### src/rtl/fft_seq_pkg.sv
// fft_seq_pkg: shared state encoding, GPIO field map and config decode for
// the FFT frame sequencer.
package fft_seq_pkg;

  typedef logic [1:0] state_t;
  localparam state_t IDLE    = 2'd0;
  localparam state_t CAPTURE = 2'd1;
  localparam state_t SKIP    = 2'd2;

  localparam int EN_BIT  = 0;
  localparam int AVG_LSB = 1;
  localparam int AVG_MSB = 5;
  localparam int THR_LSB = 6;
  localparam int THR_MSB = 10;

  typedef struct packed {
    logic       enable;
    logic [4:0] log_avg;
    logic [4:0] log_thr;
  } cfg_t;

  function automatic cfg_t decode_gpio(input logic [10:0] gpio);
    cfg_t c;
    c.enable  = gpio[EN_BIT];
    c.log_avg = gpio[AVG_MSB:AVG_LSB];
    c.log_thr = gpio[THR_MSB:THR_LSB];
    return c;
  endfunction

  // Frames discarded after each captured frame: 2^log_thr - 1 (fits in 32 bits).
  function automatic logic [31:0] skip_frames(input logic [4:0] log_thr);
    return (32'd1 << log_thr) - 32'd1;
  endfunction

  // Index of the last frame in an averaging set; log 31 wraps to all-ones.
  function automatic logic [30:0] set_limit(input logic [4:0] log_avg);
    return (31'd1 << log_avg) - 31'd1;
  endfunction

endpackage

### src/rtl/fft_seq_out_reg.sv
// fft_seq_out_reg: one-deep AXIS holding register. A sample offered while the
// register is full and not being drained is dropped and flagged as overrun.
module fft_seq_out_reg #(
  parameter int W = 32
) (
  input  logic         aclk,
  input  logic         aresetn,
  input  logic         in_valid,
  input  logic [W-1:0] in_data,
  input  logic         in_last,
  input  logic         overrun_clr,
  output logic [W-1:0] out_data,
  output logic         out_valid,
  input  logic         out_ready,
  output logic         out_last,
  output logic         drop,
  output logic         overrun
);

  // Handshake: a beat transfers on a clock edge where out_valid && out_ready;
  // out_data/out_last stay stable while out_valid is high and out_ready is low.
  logic can_load;

  assign can_load = !out_valid || out_ready;
  assign drop     = in_valid && !can_load;

  always_ff @(posedge aclk or negedge aresetn) begin
    if (!aresetn) begin
      out_data  <= '0;
      out_valid <= 1'b0;
      out_last  <= 1'b0;
      overrun   <= 1'b0;
    end else begin
      if (in_valid && can_load) begin
        out_data  <= in_data;
        out_valid <= 1'b1;
        out_last  <= in_last;
      end else if (out_ready) begin
        out_valid <= 1'b0;
        out_last  <= 1'b0;
      end
      if (drop) begin
        overrun <= 1'b1;
      end else if (overrun_clr) begin
        overrun <= 1'b0;
      end
    end
  end

endmodule

### src/rtl/fft_frame_sequencer.sv
// fft_frame_sequencer: gates the filter stream into aligned FFT frames with
// throttling and averaging-set markers. Define FFT_SEQ_FRAME_COUNT_EN for frame/drop counters.
module fft_frame_sequencer
  import fft_seq_pkg::*;
#(
  parameter int AXIS_TDATA_WIDTH_IN  = 16,
  parameter int AXIS_TDATA_WIDTH_OUT = 32,
  parameter int LOG_FFT_LENGTH       = 10
) (
  input  logic                            aclk,
  input  logic                            aresetn,
  input  logic [31:0]                     GPIO,
  input  logic [AXIS_TDATA_WIDTH_IN-1:0]  S_AXIS_filter_tdata,
  input  logic                            S_AXIS_filter_tvalid,
  output logic [AXIS_TDATA_WIDTH_OUT-1:0] M_AXIS_fft_tdata,
  output logic                            M_AXIS_fft_tvalid,
  input  logic                            M_AXIS_fft_tready,
  output logic                            M_AXIS_fft_tlast,
  output logic                            avg_first,
  output logic                            avg_last,
  output logic                            overrun,
`ifdef FFT_SEQ_FRAME_COUNT_EN
  output logic [31:0]                     frame_count,
  output logic [15:0]                     drop_count,
`endif
  output logic [1:0]                      state_dbg
);

  cfg_t                            cfg;
  state_t                          state;
  logic [LOG_FFT_LENGTH-1:0]       sample_cnt;
  logic [31:0]                     skip_cnt;
  logic [4:0]                      thr_shadow;
  logic [4:0]                      avg_shadow;
  logic [4:0]                      avg_log;
  logic [30:0]                     set_cnt;
  logic                            en_q;
  logic                            cnt_max;
  logic                            frame_end;
  logic                            load_valid;
  logic                            start;
  logic                            en_rise;
  logic                            last_hs;
  logic                            drop;
  logic [AXIS_TDATA_WIDTH_OUT-1:0] sample_ext;
  logic                            unused_gpio;

  assign cfg         = decode_gpio(GPIO[10:0]);
  assign unused_gpio = ^GPIO[31:11];
  assign cnt_max     = &sample_cnt;
  assign frame_end   = S_AXIS_filter_tvalid && cnt_max;
  assign load_valid  = (state == CAPTURE) && S_AXIS_filter_tvalid;
  assign start       = (state == IDLE) && cfg.enable;
  assign en_rise     = cfg.enable && !en_q;
  assign last_hs     = M_AXIS_fft_tvalid && M_AXIS_fft_tready && M_AXIS_fft_tlast;
  assign sample_ext  = {{(AXIS_TDATA_WIDTH_OUT-AXIS_TDATA_WIDTH_IN){1'b0}}, S_AXIS_filter_tdata};
  assign state_dbg   = state;

  // The sample counter runs through dropped and skipped samples so every
  // captured frame begins on an input-aligned boundary.
  always_ff @(posedge aclk or negedge aresetn) begin
    if (!aresetn) begin
      state      <= IDLE;
      sample_cnt <= '0;
      skip_cnt   <= '0;
      thr_shadow <= '0;
      avg_shadow <= '0;
      en_q       <= 1'b0;
    end else begin
      en_q <= cfg.enable;
      case (state)
        IDLE: begin
          sample_cnt <= '0;
          if (cfg.enable) begin
            state      <= CAPTURE;
            thr_shadow <= cfg.log_thr;
            avg_shadow <= cfg.log_avg;
          end
        end
        CAPTURE: begin
          if (S_AXIS_filter_tvalid) begin
            sample_cnt <= sample_cnt + LOG_FFT_LENGTH'(1);
            if (cnt_max) begin
              thr_shadow <= cfg.log_thr;
              avg_shadow <= cfg.log_avg;
              if (!cfg.enable) begin
                state <= IDLE;
              end else if (cfg.log_thr != 5'd0) begin
                state    <= SKIP;
                skip_cnt <= '0;
              end
            end
          end
        end
        SKIP: begin
          if (!cfg.enable) begin
            state      <= IDLE;
            sample_cnt <= '0;
          end else if (S_AXIS_filter_tvalid) begin
            sample_cnt <= sample_cnt + LOG_FFT_LENGTH'(1);
            if (frame_end) begin
              if (skip_cnt == skip_frames(thr_shadow) - 32'd1) begin
                state      <= CAPTURE;
                thr_shadow <= cfg.log_thr;
                avg_shadow <= cfg.log_avg;
              end else begin
                skip_cnt <= skip_cnt + 32'd1;
              end
            end
          end
        end
        default: state <= IDLE;
      endcase
    end
  end

  // Averaging set position follows frames as they leave on the output side.
  always_ff @(posedge aclk or negedge aresetn) begin
    if (!aresetn) begin
      set_cnt <= '0;
      avg_log <= '0;
    end else if (start) begin
      set_cnt <= '0;
      avg_log <= cfg.log_avg;
    end else if (last_hs) begin
      if (set_cnt == set_limit(avg_log)) begin
        set_cnt <= '0;
        avg_log <= avg_shadow;
      end else begin
        set_cnt <= set_cnt + 31'd1;
      end
    end
  end

  assign avg_first = M_AXIS_fft_tvalid && (set_cnt == 31'd0);
  assign avg_last  = M_AXIS_fft_tvalid && (set_cnt == set_limit(avg_log));

  fft_seq_out_reg #(.W(AXIS_TDATA_WIDTH_OUT)) u_out_reg (
    .aclk        (aclk),
    .aresetn     (aresetn),
    .in_valid    (load_valid),
    .in_data     (sample_ext),
    .in_last     (cnt_max),
    .overrun_clr (en_rise),
    .out_data    (M_AXIS_fft_tdata),
    .out_valid   (M_AXIS_fft_tvalid),
    .out_ready   (M_AXIS_fft_tready),
    .out_last    (M_AXIS_fft_tlast),
    .drop        (drop),
    .overrun     (overrun)
  );

`ifdef FFT_SEQ_FRAME_COUNT_EN
  always_ff @(posedge aclk or negedge aresetn) begin
    if (!aresetn) begin
      frame_count <= '0;
      drop_count  <= '0;
    end else if (en_rise) begin
      frame_count <= '0;
      drop_count  <= '0;
    end else begin
      if (last_hs) begin
        frame_count <= frame_count + 32'd1;
      end
      if (drop && (drop_count != 16'hFFFF)) begin
        drop_count <= drop_count + 16'd1;
      end
    end
  end
`else
  logic unused_drop;
  assign unused_drop = drop;
`endif

endmodule

### config.mk
export PLATFORM = sky130hd
export DESIGN_NAME = fft_frame_sequencer
export DESIGN_NICKNAME = d
export VERILOG_FILES = /design/src/rtl/fft_seq_pkg.sv /design/src/rtl/fft_seq_out_reg.sv /design/src/rtl/fft_frame_sequencer.sv
export SDC_FILE = /design/constraint.sdc
export NUM_CORES = 1
export LEC_CHECK = 0
export CORE_UTILIZATION = 50
export DETAILED_ROUTE_END_ITERATION = 10
export PLACE_DENSITY = 0.8
export SLEW_MARGIN = 5
export SYNTH_ARGS = -nofsm -noshare
export SYNTH_HDL_FRONTEND = slang
export SYNTH_HIERARCHICAL = 1
export SYNTH_SLANG_ARGS = --single-unit
### constraint.sdc
create_clock -name aclk -period 7.4 [get_ports aclk]
set_input_delay 1.11 -clock aclk [delete_from_list [all_inputs] [get_ports aclk]]
set_output_delay 1.11 -clock aclk [all_outputs]
set_load 0.005 [all_outputs]
-- Yosys cells after proc, flatten, opt, wreduce, memory -nomap -nowiden
Cells that the tools add are included.
- bits in registers: 110
- latch bits: 0
- bits in writable memories: 0
- ROM bits: 0
- word-level logic and storage cells: 115
- memories kept: 0
- add/subtract/negate cells: 6
- $mul: 0
- div/mod/pow operators: 0
- magnitude comparators: 0
- equal/unequal tests: 18
- shift operators: 2
- multiplexer cells: 49
- bitwise logic cells: 0
- reductions and logical operators: 28
- operators by type and width (cell ; number):
    2-to-1 mux 32 bit ; 8
    2-to-1 mux 31 bit ; 3
    2-to-1 mux 5 bit ; 17
    one-hot mux 32 bit (2 select lines) ; 1
    subtractor 32 x 1 -> 32 bit, second input constant ; 2
    adder 32 x 1 -> 32 bit, second input constant ; 1
    equality test 32 bit ; 1
    << shifter 1 x 5 -> 32 bit, first input constant ; 1
    adder 31 x 1 -> 31 bit, second input constant ; 1
    equality test 31 bit ; 1
    zero test 31 bit ; 1
    << shifter 1 x 5 -> 31 bit, first input constant ; 1
    subtractor 31 x 1 -> 31 bit, second input constant ; 1
    one-hot mux 10 bit (3 select lines) ; 1
    one-hot mux 5 bit (3 select lines) ; 2
    2-to-1 mux 10 bit ; 2
    2-to-1 mux 2 bit ; 9
    != test 2 bit, second input constant ; 9
    adder 10 x 1 -> 10 bit, second input constant ; 1
    logical AND 1 bit ; 10
    AND reduction 10 bit ; 1
    nonzero test 2 bit ; 5
    != test 3 bit, second input constant ; 3
    AND reduction 9 bit ; 1
    other kinds (14) ; 20

-- Logic depth before layout (Yosys ltp)
Gate-level depths: netlist (run 1).
- depth after elaboration: 9
- gate-level depth with buffers: 17

-- Modules after synthesis
The synthesis (run 1) kept the hierarchy.
- modules (own cells, without submodules) (module ; times used ; cells each ; area each (um2) ; sequential area each (um2)):
    fft_frame_sequencer ; 1 ; 936 ; 7368.3 ; 2277.2
    fft_seq_out_reg ; 1 ; 81 ; 1475.2 ; 875.8

-- Worst setup path before layout (run 1)
No wires, ideal clock.
- path type: reg-to-output
- from: register avg_log[4]
- to: output port avg_last
- arrival time: 3.184 ns
- required time: 6.290 ns
- path slack: 3.106 ns
- stages on the path, launching flop included: 14
- path buffers: 3
- cells stage by stage: dfrtp_1 -> clkbuf_1 -> nor4_2 -> nand2_1 -> ha_1 -> clkbuf_1 -> or2_2 -> o32ai_1 -> a22oi_1 -> xnor2_1 -> nand4_1 -> or4_1 -> clkbuf_1 -> nor2_1
- longest elaborated chain between the ends: 4
- RTL lines (item ; line ; text):
    start, declared ; fft_frame_sequencer.sv:35 ; logic [4:0] avg_log;
    start signal, assigned ; fft_frame_sequencer.sv:124 ; avg_log <= cfg.log_avg;
    start signal, assigned ; fft_frame_sequencer.sv:128 ; avg_log <= avg_shadow;
    << shifter 1 x 5 -> 31 bit ; fft_seq_pkg.sv:37 ; return (31'd1 << log_avg) - 31'd1;
    subtractor 31 x 1 -> 31 bit ; fft_seq_pkg.sv:37 ;
    equality test 31 bit ; fft_frame_sequencer.sv:136 ; assign avg_last = M_AXIS_fft_tvalid && (set_cnt == set_limit(avg_log));
    logical AND 1 bit ; fft_frame_sequencer.sv:136 ;
    end, declared ; fft_frame_sequencer.sv:20 ; output logic avg_last,
Every way passes these cells.

-- Worst setup path in the final report (run 1)
- from: register avg_log[1]
- to: output port avg_last
The elaborated chain is that of the path after synthesis.

==> results of run 1 <==
[worst paths after layout]
kind	from	end	slack (ps)	depth (start not counted)
setup / recovery	avg_log[1]$_DFFE_PN0P_	avg_last	1310	11
hold / removal	u_out_reg/out_data[9]$_DFFE_PN0P_	u_out_reg/out_data[9]$_DFFE_PN0P_	500	1
setup reg to reg	thr_shadow[1]$_DFFE_PN0P_	avg_shadow[4]$_DFFE_PN0P_	2440	12
hold reg to reg	u_out_reg/out_data[9]$_DFFE_PN0P_	u_out_reg/out_data[9]$_DFFE_PN0P_	500	1
max in group asynchronous	aresetn	set_cnt[22]$_DFFE_PN0P_	5550	2
min in group asynchronous	aresetn	sample_cnt[3]$_DFFE_PN0N_	710	1
[routing by layer]
metal,track usage (%),up-vias
li1,-,3759
met1,34.1,3753
met2,37.6,330
met3,5.89,35
met4,9.93,0
met5,0,-
[power by group through the flow]
| stage | Combinational (mW) | Sequential, mW | Clock, mW |
|---|---|---|---|
| global placement | 1.77 | 1.05 | 0 |
| CTS | 1.81 | 1.05 | 0.798 |
| detailed placement | 1.80 | 1.06 | 0 |
| global route | 1.99 | 1.08 | 0.830 |
| floorplan | 1.40 | 0.940 | 0 |
| finish | 1.83 | 1.05 | 0.782 |
[stage by stage]
stage | setup slack (ps) | cells | utilization (%) | hold slack, ps
2_1_floorplan | 3110 | 1031 | - | 480
3_3_place_gp | 1880 | 1257 | 55.5 | 487
3_5_place_dp | 1840 | 1257 | 55.5 | 491
4_1_cts | 1380 | 1288 | 58.6 | 506
5_1_grt | 984 | 1288 | 58.6 | 520
6_report | 1310 | 1289 | 58.7 | 504
[registers in the layout, indices dropped and copies added, names as in the netlist]
register and cells:
u_out_reg/out_last 1, thr_shadow 5, en_q 1, u_out_reg/out_data 32, u_out_reg/out_valid 1, u_out_reg/overrun 1
state_dbg 2, avg_log 5, set_cnt 31, skip_cnt 32, sample_cnt 10, avg_shadow 5
[final cells by class]
class / count / area share, %
inverter: 26 / 0.962
clock buffer: 21 / 4.54
clock inverter: 10 / 0.900
sequential: 126 / 31.1
multi-input combinational: 801 / 52.2
tap: 225 / 2.77
timing repair buffer: 79 / 7.56
antenna: 1 / 0.0247
[worst max-delay path, cell delays in order, from the launching register on]
cell	delay (ps)
dfrtp_1	670
nor4_2	770
nand2_1	120
ha_1	450
or2_2	380
o32ai_1	270
a22oi_1	140
xnor2_1	210
nand4_1	140
or4_1	690
nor2_1	170
clkdlybuf4s50_1	520
[placed cells by master, fill, tap and decap left out, types with 30 or more instances in the layout]
| cell type | instances |
|---|---|
| nand3_1 | 60 |
| nand4_1 | 30 |
| o21ai_0 | 55 |
| mux2_4 | 30 |
| dfrtp_1 | 126 |
| a21oi_1 | 37 |
| nand2_1 | 80 |
| nor3_1 | 34 |
| xor2_1 | 44 |
| nor2_1 | 91 |
| clkdlybuf4s50_1 | 68 |
==> results.yml, run 1 <==
run_status:
  outcome: "finished clean"
drt:
  routed-wl-met3_um: 1780
  wl_met2_um: 10100
  vias: 7877
  drt_iter0_drc: 755
  avgViaCountPerCell: 6.11
  ant_nets: 0
  met1Wirelength_um: 9830
  drc: 0
  wl_um: 22100
  wl_per_cell_um: 17.2
  first_pass_iters: 5
  dr.max_layer_used: "met4"
grt:
  grt_usage_pct: 24.8
  grt_max_degree: 73
  grt_antenna_before_repair: 0
  grt_pass1_wl_um: 35600
  grt_pass1_vias: 7024
  overflow: 0
placed_design:
  dpl.hpwl_um: 15100
  port_buffers: 69
  place_area_mm2: 0.00959
  gp_congestion: 0.944
clock_network:
  cts_tree: "built"
  clkTransAtPathRegs_ps: 60
  root_buffer: "clkbuf_16"
  cts_repair_resize_count: 0
  holdBufCountCts: 0
  clk_latency_ps: 430
  cts-htree-levels: 4
  post_cts_buffers: 0
  cts_buffers: 17
  cts_buffer_depth: 2
  cts_num_sinks: 126
finish:
  final_area_mm2: 0.0101
  register_area_mm2: 0.00315
  nFillCells: 1496
  fin_nets: 1115
  multi_input_area_mm2: 0.00529
  layout-drive-gt1-share_pct: 11.8
  synthToLayoutAreaGrowth_pct: 14.8
pwr:
  seqPwrFrac_pct: 28.7
  power.total_mw: 3.66
  switching_share_pct: 40.7
  leakage_nw: 4.35
  internal_power_mw: 2.17
  peakVddDrop_mv: 0.221
  p_switching_mw: 1.49
  p_comb_share_pct: 50.0
  pwr-share-clk_pct: 21.4
  power_density_mw_per_mm2: 361
worst_setup_path:
  end_kind: "output pin"
  critPathLaunchType: "flop"
  critPathRequiredTime_ps: 6290
  worst_ep_arrival_time_ps: 4980
  crit_type: "flop to output pin"
  cp_max_fo: 26
flow_run:
  max_cap_viol_count: 0
synth:
  ys_warn_count: 6
  avgSynthCellArea_um2: 8.70
  netlist_instances: 1016
  synth_area_mm2: 0.00884
timing:
  layout_min_cycle_time_ps: 6090
  worst_pin_slew_ps: 910
  finalClockSkew_ps: 10.6
  finalHoldViolations: 0
  setup_viol: 0
  slew_violations: 0
  max_freq_ghz: 0.164
  fin_setup_tns_ps: 0
  rsz0062_at_grt: "false"
  maxSlewHeadroom_pct: 39.3
  period_share_pct: 82.2
floorplanning:
  fp.dieArea_mm2: 0.0182
  io_pins: 91
  die_w_um: 135
  core.rowCount: 48
  start_util_pct: 51.1
  dieHeight_um: 135
  core-area_mm2: 0.0173
hold_path:
  min_path_type: "flop to flop"
No activity file was read; power rests on OpenSTA's default activity.
==> run 2, diff against run 1 <==
--- a/config.mk
+++ b/config.mk
@@ -7,7 +7,7 @@
 export LEC_CHECK = 0
 export CORE_UTILIZATION = 50
 export DETAILED_ROUTE_END_ITERATION = 10
-export PLACE_DENSITY = 0.8
+export PLACE_DENSITY = 0.82
 export SLEW_MARGIN = 5
 export SYNTH_ARGS = -nofsm -noshare
 export SYNTH_HDL_FRONTEND = slang
==> constraint.sdc (replaced) <==
create_clock -name aclk -period 5.3 [get_ports aclk]
set_input_delay 0.795 -clock aclk [delete_from_list [all_inputs] [get_ports aclk]]
set_output_delay 0.795 -clock aclk [all_outputs]
set_load 0.005 [all_outputs]
==> results.yml, run 2 (synthesis gave the netlist of run 1 again) <==
finish:
  nFillCells: 1466
  reg_top3: "skip_cnt x32, u_out_reg/out_data x32, set_cnt x31"
  fin_nets: 1129
  register_area_mm2: 0.00315
  n_antenna_cell: 0
  final_cell_mix: "126 x dfrtp_1, 91 x nor2_1, 80 x nand2_1"
  synthToLayoutAreaGrowth_pct: 17.3
  multi_input_area_mm2: 0.00529
  layout-drive-gt1-share_pct: 13.0
  layout_commonest_cell: "dfrtp_1"
clock_network:
  holdBufCountCts: 0
  clkTransAtPathRegs_ps: 60
  root_buffer: "clkbuf_16"
  post_cts_buffers: 0
  cts_repair_resize_count: 0
  cts_buffers: 17
  clk_latency_ps: 420
  cts-htree-levels: 4
  cts_num_sinks: 126
  cts_buffer_depth: 2
  cts_tree: "built"
pwr:
  peakVddDrop_mv: 0.286
  leakage_nw: 4.47
  power_density_mw_per_mm2: 526
worst_setup_path:
  critPathLaunchType: "flop"
  reg2regPathDepth: 13
  end_kind: "output pin"
  reg2reg_to: "avg_shadow[4]$_DFFE_PN0P_"
  cpPeakStageDelay_ps: 690
  r2r_slack_ps: 840
  slowest_stage: "or4_1"
  crit_type: "flop to output pin"
  crit_start: "avg_log[3]$_DFFE_PN0P_"
  cp_max_fo: 13
  path_cells: "nor3_1 > buf_4 > nand2_1 > ha_1 > or2_2 > o32ai_1 > a22oi_1 > xnor2_1 > nand4_1 > or4_1 > nor2_1 > clkdlybuf4s50_1"
  crit_buf_inv: 2
  critPathTopFamily: "simple AND/OR/NAND/NOR gates"
  worst_ep_arrival_time_ps: 4110
  critPathRequiredTime_ps: 4510
  rr_startpoint: "thr_shadow[2]$_DFFE_PN0P_"
timing:
  setup_viol: 0
  fin_setup_tns_ps: 0
  hold_slack_ps: 506
  maxSlewHeadroom_pct: 29.1
  finalHoldViolations: 0
  period_share_pct: 92.5
  slew_violations: 0
  finalClockSkew_ps: 9.70
  max_freq_ghz: 0.204
  worst_pin_slew_ps: 1050
  rsz0062_at_grt: "false"
  layout_min_cycle_time_ps: 4900
placed_design:
  gp_congestion: 0.955
  dpl.hpwl_um: 16400
  port_buffers: 69
drt:
  vias: 8133
  wl_per_cell_um: 18.1
  first_pass_iters: 7
  drc: 0
  avgViaCountPerCell: 6.24
  wl_um: 23500
  ant_nets: 0
  drt_iter0_drc: 772
floorplanning:
  fp.dieArea_mm2: 0.0182
  die_w_um: 135
  core-area_mm2: 0.0173
  dieHeight_um: 135
  core.rowCount: 48
  start_util_pct: 51.1
  io_pins: 91
grt:
  grt_antenna_before_repair: 0
  grt_pass1_wl_um: 37900
  grt_usage_pct: 26.5
  overflow: 0
  grt_max_degree: 74
  grt_pass1_vias: 7302
hold_path:
  hold-path-endpoint: "u_out_reg/out_data[9]$_DFFE_PN0P_"
  min_path_type: "flop to flop"
  hold_depth: 1
  hold_path.startpoint: "u_out_reg/out_data[9]$_DFFE_PN0P_"
run_status:
  outcome: "finished clean"
flow_run:
  max_cap_viol_count: 0
==> run 2: cell count changes in the layout (fill, tap and decap cells not counted) <==
cell,previous run,this run
diode_2,1,0
inv_6,0,3
clkinv_2,4,0
bufinv_16,1,6
clkinv_4,3,1
buf_6,1,0
clkbuf_8,2,1
buf_4,10,25
==> run 2: worst register-to-register path: stages, from the launching register on <==
cell and delay [ps]:
dfrtp_1 490, or2_2 410, or4_1 410, ha_1 270, buf_4 220, nor3b_1 150, a41oi_1 170, a2bb2oi_1 270
xnor2_1 90, or4_1 510, nor3_2 290, nand2_2 220, a21oi_4 460, mux2_2 400
==> run 2: how the worst max path moves through the flow <==
stage / end / slack [ps] / depth (start not counted)
final: avg_last / 400 / 12
after global routing: avg_last / 140 / 11
after floorplan: avg_shadow[0]$_DFFE_PN0P_ / 1170 / 15
after CTS: avg_last / 420 / 12
after global placement: avg_last / 910 / 12
after detailed placement: thr_shadow[3]$_DFFE_PN0P_ / 900 / 13
==> run 2: power breakdown <==
part           total (mW)  internal (mW)  switching (mW)  leakage, nW
Combinational        2.75           1.25            1.50         2.50
Sequential           1.36           1.17           0.187         1.65
Clock                1.35          0.900           0.451        0.322
==> run 2: layout make-up <==
class                   count  area share, %
multi-input cells         801           51.0
clock inverters            12           2.22
clock buffers              20           4.31
flip-flops and latches    126           30.4
well taps                 225           2.71
repair buffers             93           8.37
inverters                  26          0.941
==> run 2: layer usage <==
layer	vias up	wire (µm)	GRT usage [%]
met5	-	0	0
met4	0	679	9.68
met3	56	1850	5.82
met2	380	10900	41.6
met1	3918	10100	35.7
li1	3779	-	-
==> run 2: through the flow <==
| step | util [%] | total power [mW] | instance area, µm² | instances | worst slack (ps) |
|---|---|---|---|---|---|
| 2_1_floorplan | - | 3.27 | 8900 | 1031 | 1170 |
| 3_3_place_gp | 56.0 | 4.00 | 9690 | 1271 | 914 |
| 3_5_place_dp | 56.0 | 4.07 | 9690 | 1271 | 902 |
| 4_1_cts | 60.0 | 5.44 | 10400 | 1303 | 416 |
| 5_1_grt | 60.0 | 5.78 | 10400 | 1303 | 138 |
| 6_report | 60.0 | 5.46 | 10400 | 1303 | 397 |
==> run 3, diff against run 2 <==
--- a/config.mk
+++ b/config.mk
@@ -7,9 +7,8 @@
 export LEC_CHECK = 0
 export CORE_UTILIZATION = 50
 export DETAILED_ROUTE_END_ITERATION = 10
-export PLACE_DENSITY = 0.82
+export PLACE_DENSITY = 0.83
 export SLEW_MARGIN = 5
 export SYNTH_ARGS = -nofsm -noshare
 export SYNTH_HDL_FRONTEND = slang
-export SYNTH_HIERARCHICAL = 1
 export SYNTH_SLANG_ARGS = --single-unit
==> results.yml, run 3 <==
run_status:
  outcome: "finished clean"
synth:
  synthArstFlopShare_pct: 100
  synth_edf_count: 0
  avgSynthCellArea_um2: 8.28
  netlist_instances: 1012
  synth_ff_type: "dfrtp_1"
  synth_seq_cells: 110
  synth_top_area_share_pct: 32.8
  ys_seq_area_share_pct: 32.8
  synth.most_common_cell: "dfrtp_1"
  synth.area.top_cells: "dfrtp_1 33%, xnor2_1 4.7%, nand2_1 4.1%, nor2_1 4.0%, a21oi_1 3.8%"
  ys_top_cells_by_count: "110 x dfrtp_1, 92 x nand2_1, 90 x nor2_1"
  synth_area_mm2: 0.00838
  synth_cell_types: 81
  synth_top_area_cell: "dfrtp_1"
  ys_warn_count: 0
grt:
  grt_util_met3_pct: 4.13
  overflow: 0
  grt_usage_pct: 25.8
  grt.met1_usage_pct: 36.6
  grt-busiest-layer: "met2"
  use_met2_pct: 39.9
  grt_pass1_wl_um: 36500
  grt_max_degree: 65
  grt_antenna_before_repair: 0
  grt_pass1_vias: 7191
floorplanning:
  fp.dieArea_mm2: 0.0173
  io_pins: 91
  core.rowCount: 46
  dieHeight_um: 131
  die_w_um: 131
  start_util_pct: 52.0
  core-area_mm2: 0.0161
timing:
  period_share_pct: 94.9
  finalClockSkew_ps: 10.4
  setup_viol: 0
  fin_setup_tns_ps: 0
  worst_pin_slew_ps: 1010
  rsz0062_at_grt: "false"
  slew_violations: 0
  layout_min_cycle_time_ps: 5030
  max_freq_ghz: 0.199
  hold_slack_ps: 472
  maxSlewHeadroom_pct: 32.1
  finalWorstSetupSlack_ps: 271
  finalHoldViolations: 0
finish:
  largest_register_ffs: 32
  final_area_mm2: 0.00922
  top_register: "skip_cnt"
  n_antenna_cell: 0
  final_cell_mix: "110 x dfrtp_1, 92 x nand2_1, 90 x nor2_1"
  multi_input_area_mm2: 0.00512
  reg_top3: "skip_cnt x32, set_cnt x31, u_out_reg.out_data x16"
  final_core_util_pct: 57.2
  fin_nets: 1087
  layout_commonest_cell: "dfrtp_1"
  nFillCells: 1439
  register_area_mm2: 0.00275
  layout-drive-gt1-share_pct: 8.47
  fin_cells: 1243
  synthToLayoutAreaGrowth_pct: 9.96
placed_design:
  dpl.hpwl_um: 16000
  gp_congestion: 0.958
  placedCellCount: 1228
  port_buffers: 53
  dp_slack_ps: 686
  place_area_mm2: 0.00894
pwr:
  leakage_nw: 3.72
  seqPwrFrac_pct: 27.3
  p_switching_mw: 2.13
  peakVddDrop_mv: 0.286
  internal_power_mw: 2.45
  power.total_mw: 4.58
  switching_share_pct: 46.5
  power_density_mw_per_mm2: 497
  p_comb_share_pct: 58.5
  pwr-share-clk_pct: 14.3
clock_network:
  clkTransAtPathRegs_ps: 80
  clk_latency_ps: 360
  cts_buffers: 9
  cts_tree: "built"
  cts_buffer_depth: 2
  cts_num_sinks: 110
  root_buffer: "clkbuf_16"
  holdBufCountCts: 0
  post_cts_buffers: 0
  cts-htree-levels: 3
  cts_repair_resize_count: 0
drt:
  wl_um: 22200
  first_pass_iters: 6
  wl_per_cell_um: 17.8
  ant_nets: 0
  drc: 0
  avgViaCountPerCell: 6.35
  vias: 7887
  drt_iter0_drc: 791
worst_setup_path:
  cp_max_fo: 15
  critPathLaunchType: "flop"
  crit_type: "flop to output pin"
  critPathRequiredTime_ps: 4510
  end_kind: "output pin"
  worst_ep_arrival_time_ps: 4230
hold_path:
  min_path_type: "flop to flop"
flow_run:
  max_cap_viol_count: 0
-- run 3: kinds of logic after synthesis --
kind of cell	synth area share [%]
flip-flops	32.8
AO/OA/AOI/OAI	16.8
adder cells (fa/ha/maj)	1.79
buffers and inverters	6.72
multiplexers	5.39
XOR/XNOR	8.30
other	0.0447
AND/OR/NAND/NOR	28.1
-- run 3: area by class of cell --
class	count	share of cell area, %
clock inverters	6	0.557
inverters	31	1.26
flip-flops and latches	110	29.9
clock buffers	9	2.44
well taps	216	2.93
multi-input cells	798	55.6
repair buffers	73	7.36
-- run 3: power groups by stage --
stage	clock (mW)	combinational, mW	sequential [mW]
CTS	0.665	2.64	1.24
detailed placement	0	2.63	1.26
finish	0.655	2.68	1.25
global route	0.702	2.92	1.27
floorplan	0	2.05	1.16
global placement	0	2.58	1.25
-- run 3: worst max-delay path, stage by stage, from the launching register on --
cell,delay (ps)
dfrtp_1,520
nor3_1,420
nand2_1,170
ha_1,430
buf_4,260
or4_1,510
nand3_1,120
xnor2_1,120
nand4_1,160
nor4_1,490
and2_1,190
clkdlybuf4s50_1,490
-- run 3: path summary, 6_finish.rpt --
| kind | start | to | slack [ps] | depth (start not counted) |
|---|---|---|---|---|
| worst max-delay path | avg_log[1]$_DFFE_PN0P_ | avg_last | 270 | 11 |
| max in group asynchronous | aresetn | u_out_reg.out_data[1]$_DFFE_PN0P_ | 3680 | 2 |
| worst max register to register | avg_log[1]$_DFFE_PN0P_ | set_cnt[10]$_DFFE_PN0P_ | 740 | 12 |
| min in group asynchronous | aresetn | skip_cnt[29]$_DFFE_PN0P_ | 520 | 1 |
| worst min-delay path | en_q$_DFF_PN0_ | u_out_reg.overrun$_DFFE_PN0P_ | 470 | 2 |
| worst min register to register | en_q$_DFF_PN0_ | u_out_reg.overrun$_DFFE_PN0P_ | 470 | 2 |
-- run 3: layer usage --
layer,part of all wire [%],vias to the layer above
li1,-,3678
met1,44,3752
met2,45,400
met3,8.3,57
met4,2.7,0
met5,0,-
